--- config.mk ---
export PLATFORM = sky130hd
export DESIGN_NAME = seg7_readback_flat
export DESIGN_NICKNAME = d
export VERILOG_FILES = /design/src/rtl/seg7_readback_if.sv /design/src/rtl/seg7_readback.sv /design/src/flat_wrapper.sv
export SDC_FILE = /design/constraint.sdc
export NUM_CORES = 1
export LEC_CHECK = 0
export CAP_MARGIN = 10
export CORE_ASPECT_RATIO = 0.5
export CORE_UTILIZATION = 30
export CTS_BUF_LIST = sky130_fd_sc_hd__clkbuf_2
export DETAILED_ROUTE_END_ITERATION = 12
export PLACE_DENSITY = 0.6
export REMOVE_ABC_BUFFERS = 1
export SYNTH_ARGS = -nofsm -noshare
export SYNTH_HDL_FRONTEND = slang
export SYNTH_SLANG_ARGS = --single-unit
--- constraint.sdc ---
create_clock -name clk -period 4.8 [get_ports clk]
set_input_delay 0.48 -clock clk [delete_from_list [all_inputs] [get_ports clk]]
set_output_delay 0.48 -clock clk [all_outputs]
set_load 0.005 [all_outputs]
--- src/rtl/seg7_readback_if.sv ---
// ----------------------------------------------------------------------------
// seg7_readback_if
// Bundles the sampled display bus and the decoded readback state of the
// seven-segment readback monitor.
//   anode[3:0]     digit enables, active-low (driven by the display side)
//   seg[6:0]       segment lines, active-low, {g,f,e,d,c,b,a}
//   clear          synchronous clear of shadow state and sticky errors
//   digits[15:0]   decoded digit values, digit i at [4i+3:4i]
//   digit_valid    per-digit "captured with a hex value"
//   digit_ovf      per-digit "last capture was the overflow pattern"
//   update/upd_idx one-cycle capture pulse and the digit it refers to
//   err_invalid    sticky: stable pattern was not hex/overflow/blank
//   err_collision  sticky: stable anode had more than one bit low
// Modports: master drives the bus and observes results, slave is the monitor.
// ----------------------------------------------------------------------------
interface seg7_readback_if;
    logic [3:0]  anode;
    logic [6:0]  seg;
    logic        clear;
    logic [15:0] digits;
    logic [3:0]  digit_valid;
    logic [3:0]  digit_ovf;
    logic        update;
    logic [1:0]  upd_idx;
    logic        err_invalid;
    logic        err_collision;

    modport master (
        output anode, seg, clear,
        input  digits, digit_valid, digit_ovf, update, upd_idx,
               err_invalid, err_collision
    );

    modport slave (
        input  anode, seg, clear,
        output digits, digit_valid, digit_ovf, update, upd_idx,
               err_invalid, err_collision
    );
endinterface

--- src/rtl/seg7_readback.sv ---
// ----------------------------------------------------------------------------
// seg7_readback
// Readback monitor for a 4-digit seven-segment display bus. The raw
// {anode,seg} lines are registered every cycle; a value must stay identical
// for STABLE_CYCLES consecutive samples before it is captured, which filters
// out switching glitches. A capture decodes the segment pattern back into a
// hex value (or overflow/blank/invalid) and updates a per-digit shadow.
// Ports:
//   clk    system clock (inputs are already in this domain)
//   rst_n  asynchronous active-low reset
//   bus    seg7_readback_if.slave (display lines in, decoded state out)
// ----------------------------------------------------------------------------
module seg7_readback #(
    parameter int unsigned STABLE_CYCLES = 4   // legal 2..255
) (
    input  logic            clk,
    input  logic            rst_n,
    seg7_readback_if.slave  bus
);

    localparam logic [7:0]  STABLE    = 8'(STABLE_CYCLES);
    localparam logic [10:0] S_RESET   = {4'b1111, 7'b1111111};
    localparam logic [6:0]  PAT_OVF   = 7'b0110110;
    localparam logic [6:0]  PAT_BLANK = 7'b1111111;

    // Sample register, run counter and "this run already fired" flag.
    logic [10:0] s_q, s_d;
    logic [7:0]  r_q, r_d;
    logic        done_q, done_d;

    // Shadow / output state.
    logic [3:0]  digit_q [4];
    logic [3:0]  digit_d [4];
    logic [3:0]  valid_q, valid_d;
    logic [3:0]  ovf_q, ovf_d;
    logic        update_q, update_d;
    logic [1:0]  upd_idx_q, upd_idx_d;
    logic        err_inv_q, err_inv_d;
    logic        err_col_q, err_col_d;

    // Decode of the currently held sample.
    logic [3:0]  anode_low;
    logic [6:0]  pat;
    logic        hex_ok;
    logic [3:0]  hex_val;
    logic        one_low;
    logic [1:0]  low_idx;
    logic        fire;
    logic        restart;

    assign anode_low = ~s_q[10:7];
    assign pat       = s_q[6:0];

    always_comb begin
        hex_ok  = 1'b1;
        hex_val = 4'h0;
        case (pat)
            7'b1000000: hex_val = 4'h0;
            7'b1111001: hex_val = 4'h1;
            7'b0100100: hex_val = 4'h2;
            7'b0110000: hex_val = 4'h3;
            7'b0011001: hex_val = 4'h4;
            7'b0010010: hex_val = 4'h5;
            7'b0000010: hex_val = 4'h6;
            7'b1111000: hex_val = 4'h7;
            7'b0000000: hex_val = 4'h8;
            7'b0010000: hex_val = 4'h9;
            7'b0001000: hex_val = 4'hA;
            7'b0000011: hex_val = 4'hB;
            7'b1000110: hex_val = 4'hC;
            7'b0100001: hex_val = 4'hD;
            7'b0000110: hex_val = 4'hE;
            7'b0001110: hex_val = 4'hF;
            default:    hex_ok  = 1'b0;
        endcase
    end

    // Exactly one enable low: nonzero and a power of two.
    always_comb begin
        one_low = (anode_low != 4'b0000) &&
                  ((anode_low & (anode_low - 4'd1)) == 4'b0000);
        low_idx = 2'd0;
        for (int i = 0; i < 4; i++) begin
            if (anode_low[i]) low_idx = 2'(i);
        end
    end

    // Run tracking. A changed sample or a clear restarts qualification;
    // done_q makes a saturated run fire only once.
    always_comb begin
        s_d     = {bus.anode, bus.seg};
        restart = (s_d != s_q) || bus.clear;
        fire    = (r_q == STABLE) && !done_q;

        if (restart)           r_d = 8'd1;
        else if (r_q < STABLE) r_d = r_q + 8'd1;
        else                   r_d = r_q;

        done_d = restart ? 1'b0 : (done_q | fire);
    end

    // Capture / clear next-state.
    always_comb begin
        for (int i = 0; i < 4; i++) digit_d[i] = digit_q[i];
        valid_d   = valid_q;
        ovf_d     = ovf_q;
        update_d  = 1'b0;
        upd_idx_d = upd_idx_q;
        err_inv_d = err_inv_q;
        err_col_d = err_col_q;

        if (bus.clear) begin
            // Clear takes priority over a capture landing in the same cycle.
            for (int i = 0; i < 4; i++) digit_d[i] = 4'h0;
            valid_d   = 4'b0000;
            ovf_d     = 4'b0000;
            upd_idx_d = 2'd0;
            err_inv_d = 1'b0;
            err_col_d = 1'b0;
        end else if (fire && (anode_low != 4'b0000)) begin
            if (one_low) begin
                update_d  = 1'b1;
                upd_idx_d = low_idx;
                if (hex_ok) begin
                    digit_d[low_idx] = hex_val;
                    valid_d[low_idx] = 1'b1;
                    ovf_d[low_idx]   = 1'b0;
                end else if (pat == PAT_OVF) begin
                    valid_d[low_idx] = 1'b0;
                    ovf_d[low_idx]   = 1'b1;
                end else begin
                    // Blank and invalid both leave the digit unlit.
                    valid_d[low_idx] = 1'b0;
                    ovf_d[low_idx]   = 1'b0;
                    if (pat != PAT_BLANK) err_inv_d = 1'b1;
                end
            end else begin
                err_col_d = 1'b1;
            end
        end
    end

    always_ff @(posedge clk or negedge rst_n) begin
        if (!rst_n) begin
            s_q       <= S_RESET;
            r_q       <= 8'd1;
            done_q    <= 1'b0;
            for (int i = 0; i < 4; i++) digit_q[i] <= 4'h0;
            valid_q   <= 4'b0000;
            ovf_q     <= 4'b0000;
            update_q  <= 1'b0;
            upd_idx_q <= 2'd0;
            err_inv_q <= 1'b0;
            err_col_q <= 1'b0;
        end else begin
            s_q       <= s_d;
            r_q       <= r_d;
            done_q    <= done_d;
            for (int i = 0; i < 4; i++) digit_q[i] <= digit_d[i];
            valid_q   <= valid_d;
            ovf_q     <= ovf_d;
            update_q  <= update_d;
            upd_idx_q <= upd_idx_d;
            err_inv_q <= err_inv_d;
            err_col_q <= err_col_d;
        end
    end

    assign bus.digits        = {digit_q[3], digit_q[2], digit_q[1], digit_q[0]};
    assign bus.digit_valid   = valid_q;
    assign bus.digit_ovf     = ovf_q;
    assign bus.update        = update_q;
    assign bus.upd_idx       = upd_idx_q;
    assign bus.err_invalid   = err_inv_q;
    assign bus.err_collision = err_col_q;

endmodule

--- src/flat_wrapper.sv ---
// flat-port wrapper written by rule: the top's interface ports become plain ports
module seg7_readback_flat 
#(
    parameter int unsigned STABLE_CYCLES = 4                  
)
  (clk, rst_n, bus_anode, bus_seg, bus_clear, bus_digits, bus_digit_valid, bus_digit_ovf, bus_update, bus_upd_idx, bus_err_invalid, bus_err_collision);
  seg7_readback_if bus_i ();
  input  logic clk;
  input  logic rst_n;
  input wire logic [$bits(bus_i.anode)-1:0] bus_anode;
  input wire logic [$bits(bus_i.seg)-1:0] bus_seg;
  input wire logic [$bits(bus_i.clear)-1:0] bus_clear;
  output wire logic [$bits(bus_i.digits)-1:0] bus_digits;
  output wire logic [$bits(bus_i.digit_valid)-1:0] bus_digit_valid;
  output wire logic [$bits(bus_i.digit_ovf)-1:0] bus_digit_ovf;
  output wire logic [$bits(bus_i.update)-1:0] bus_update;
  output wire logic [$bits(bus_i.upd_idx)-1:0] bus_upd_idx;
  output wire logic [$bits(bus_i.err_invalid)-1:0] bus_err_invalid;
  output wire logic [$bits(bus_i.err_collision)-1:0] bus_err_collision;
  assign bus_i.anode = bus_anode;
  assign bus_i.seg = bus_seg;
  assign bus_i.clear = bus_clear;
  assign bus_digits = bus_i.digits;
  assign bus_digit_valid = bus_i.digit_valid;
  assign bus_digit_ovf = bus_i.digit_ovf;
  assign bus_update = bus_i.update;
  assign bus_upd_idx = bus_i.upd_idx;
  assign bus_err_invalid = bus_i.err_invalid;
  assign bus_err_collision = bus_i.err_collision;
  seg7_readback #(.STABLE_CYCLES(STABLE_CYCLES)) u_core (.clk(clk), .rst_n(rst_n), .bus(bus_i));
endmodule
==> run_results.csv <==
group,metric,value,unit
route,first_pass_iters,4,
power_and_ir_drop,power.density,235,nW/um^2
final_layout,drive_gt1_share,9.47,%
final_layout,diodes,0,
clocking,postCtsSetupRepairBufs,0,
placement,dp_slack,1940,ps
die,coreArea,8030,um^2
timing,finalMaxSlewViolations,0,
worst_setup_path,worstSetupPathType,"reg2reg",
timing,skew,8.56,ps
worst_setup_path,cp-start-kind,"flip-flop",
clocking,cts.clk_slew.worst_paths,250,ps
timing,hold_viol,0,
timing,post-route-period-util,54.8,%
route,routed-via-count,2022,
global_route,grt_pass1_vias,1950,
clocking,cts_buffers,5,
final_layout,nNetsFinal,300,
timing,final.setup.tns,0,ps
placement,post_dp_cell_area,2990,um^2
clocking,clock_latency,440,ps
die,dieArea,8720,um^2
global_route,track_usage,14.6,%
timing,rsz0062_at_grt,"no",
yosys,synth-seq-cells,49,
route,drt-initial-drc-count,113,
yosys,synth_area,2500,um^2
power_and_ir_drop,sw_frac_of_total,25.6,%
die,die_h,66.6,um
timing,tightest_slew,1060,ps
timing,slew_headroom,29.3,%
power_and_ir_drop,power_frac_comb,8.1,%
placement,place_hpwl,4290,um
worst_setup_path,reg2reg_setup_slack,2170,ps
global_route,antenna_found_initial,0,
die,core.rowCount,23,
worst_setup_path,endpoint_kind,"flip-flop",
clocking,h-tree-depth,2,
route,routed_wirelength,5790,um
global_route,grt_max_degree,50,
clocking,cts_max_path_buffers,2,
route,drt-vias-per-instance,5.09,
yosys,ys_seq_area_share,49.6,%
yosys,yosys_warnings,0,
worst_setup_path,path_max_fanout,8,
yosys,synth_cell_types,55,
die,io_pins,43,
die,start_util,31.1,%
global_route,grt_pass1_wl,9720,um
route,ant_nets,0,
yosys,synth_edf_count,0,
power_and_ir_drop,clock_power_share,30.9,%
global_route,overflow,0,
run_status,status,"complete, no violations",
yosys,synth_cells,252,
power_and_ir_drop,p_leak,0.00115,uW
placement,port_buffers,42,
final_layout,stdcell_area,3060,um^2
route,wire_per_inst,14.6,um
final_layout,area_growth,22.3,%
timing,setup_viol,0,
clocking,postCtsHoldBufs,0,
power_and_ir_drop,p_int,535,uW
timing,period_needed,2630,ps
timing,max_freq,380,MHz
clocking,cts_root_buffer,"clkbuf_2",
route,drc,0,
power_and_ir_drop,ir_worst_vdd,0.0823,mV
clocking,clock-sinks,49,
yosys,async_flop_share,100,%
die,dieWidth,131,um
placement,routabilityCongestion,0.799,
final_layout,finish.utilization,38.1,%
clocking,cts_tree,"built",
power_and_ir_drop,seqPwrFrac,61.0,%
yosys,synthFlopType,"dfrtp_1",
worst_setup_path,crit_arrival,3000,ps
worst_setup_path,worstPathRequired,5170,ps
yosys,syn_area_per_cell,9.92,um^2
timing,layout_setup_ws,2170,ps
clocking,cts_resized,0,
power_and_ir_drop,p_switching,184,uW
job,maxCapViolCount,0,
hold_path,hold_path_class,"in2async",
timing,hold_ws,190,ps
==> kinds of logic (layout without fill, tap and decap cells) <==
kind of cell / after synthesis / after routing / share of synthesized area [%]
XOR/XNOR: 13 / 13 / 4.55
AND/OR/NAND/NOR: 98 / 98 / 21.9
AO/OA/AOI/OAI: 59 / 59 / 16.7
flip-flops: 49 / 49 / 49.6
adder cells (fa/ha/maj): 3 / 3 / 1.40
buffers and inverters: 25 / 58 / 3.80
multiplexers: 5 / 5 / 2.00
==> layout make-up <==
class | instances | area [um^2]
well taps | 112 | 140
clock inverters | 3 | 41.3
flip-flops and latches | 49 | 1240
inverters | 8 | 30.0
clock buffers | 5 | 25.0
multi-input cells | 178 | 1160
repair buffers | 42 | 415
fillers | 809 | 4970
==> registers in the layout, indices dropped and copies added, names as in the netlist <==
name and cells:
u_core.bus.digit_valid 4, u_core.r_q 8, u_core.bus.digits 16, u_core.s_q 11, u_core.done_q 1, u_core.bus.upd_idx 2, u_core.bus.err_invalid 1, u_core.bus.digit_ovf 4
u_core.bus.err_collision 1, u_core.bus.update 1
==> routing by layer <==
metal	track usage (%)	vias up	part of all wire, %
li1	-	993	-
met1	20.7	987	50
met2	22.8	39	45
met3	2.57	3	4.4
met4	3.88	0	0.36
met5	0	-	0
==> power by group through the flow <==
| stage | Clock [uW] | Combinational, uW | Sequential (uW) |
|---|---|---|---|
| after floorplan | 0 | 29.6 | 440 |
| after global placement | 0 | 57.2 | 443 |
| after detailed placement | 0 | 58.6 | 444 |
| after CTS | 229 | 58.9 | 438 |
| after global routing | 246 | 65.0 | 441 |
| final | 222 | 58.0 | 438 |
==> cells in the mapped netlist, drive strengths merged (2+ instances only) <==
master	count	share of area [%]
dfrtp	37	37
nand2	20	3.0
nor2	18	2.7
clkbuf	13	2.0
a21oi	12	2.4
dfstp	12	13
nor3	12	2.8
xnor2	12	4.2
inv	8	1.2
and2	7	1.8
o21ai	7	1.4
or3	7	1.8
a211oi	6	1.8
a311oi	6	2.4
a31oi	6	1.5
mux2i	5	2.0
nand2b	5	1.3
nand3	5	1.0
o22ai	5	1.3
buf	4	0.65
nand4	4	1.0
or4	4	1.4
o32ai	3	1.1
a221oi	2	0.70
ha	2	1.0
nand3b	2	0.60
nand4b	2	0.70
nor2b	2	0.50
o221a	2	0.90
o31ai	2	0.60
==> critical path, stage by stage (launching register included) <==
cell and delay (ps):
dfrtp_1 460, or4_4 570, or4_1 630, or2_4 330
or3_1 350, o221a_1 230
==> per-stage QoR <==
stage | power [uW] | instances
floorplan | 470 | 235
global placement | 501 | 389
detailed placement | 503 | 389
CTS | 726 | 397
global route | 751 | 397
finish | 718 | 397
==> layout by cell type (no fill, tap or decap), drive strengths merged, types with 2 or more instances in the layout <==
cell type	n
clkdlybuf4s50	41
dfrtp	37
nand2	20
nor2	18
xnor2	12
a21oi	12
dfstp	12
nor3	12
inv	8
o21ai	7
and2	7
or3	7
a211oi	6
a31oi	6
a311oi	6
nand2b	5
nand3	5
mux2i	5
o22ai	5
clkbuf	5
nand4	4
or4	4
o32ai	3
nand3b	2
nand4b	2
nor2b	2
o31ai	2
a221oi	2
ha	2
o221a	2
==> worst paths after layout <==
path | start | endpoint | cells past startpoint
worst max-delay path | u_core.r_q[5]$_DFFE_PN0P_ | u_core.bus.digits[9]$_DFFE_PN0P_ | 5
worst min-delay path | rst_n | u_core.bus.digits[8]$_DFFE_PN0P_ | 1
worst max register to register | u_core.r_q[5]$_DFFE_PN0P_ | u_core.bus.digits[9]$_DFFE_PN0P_ | 5
worst min register to register | u_core.bus.err_collision$_DFFE_PN0P_ | u_core.bus.err_collision$_DFFE_PN0P_ | 2
max in group asynchronous | rst_n | u_core.r_q[4]$_DFFE_PN0P_ | 1
min in group clk | bus_anode[1] | u_core.s_q[8]$_DFF_PN1_ | 1
Note: power is estimated with default switching activity, not from simulation.
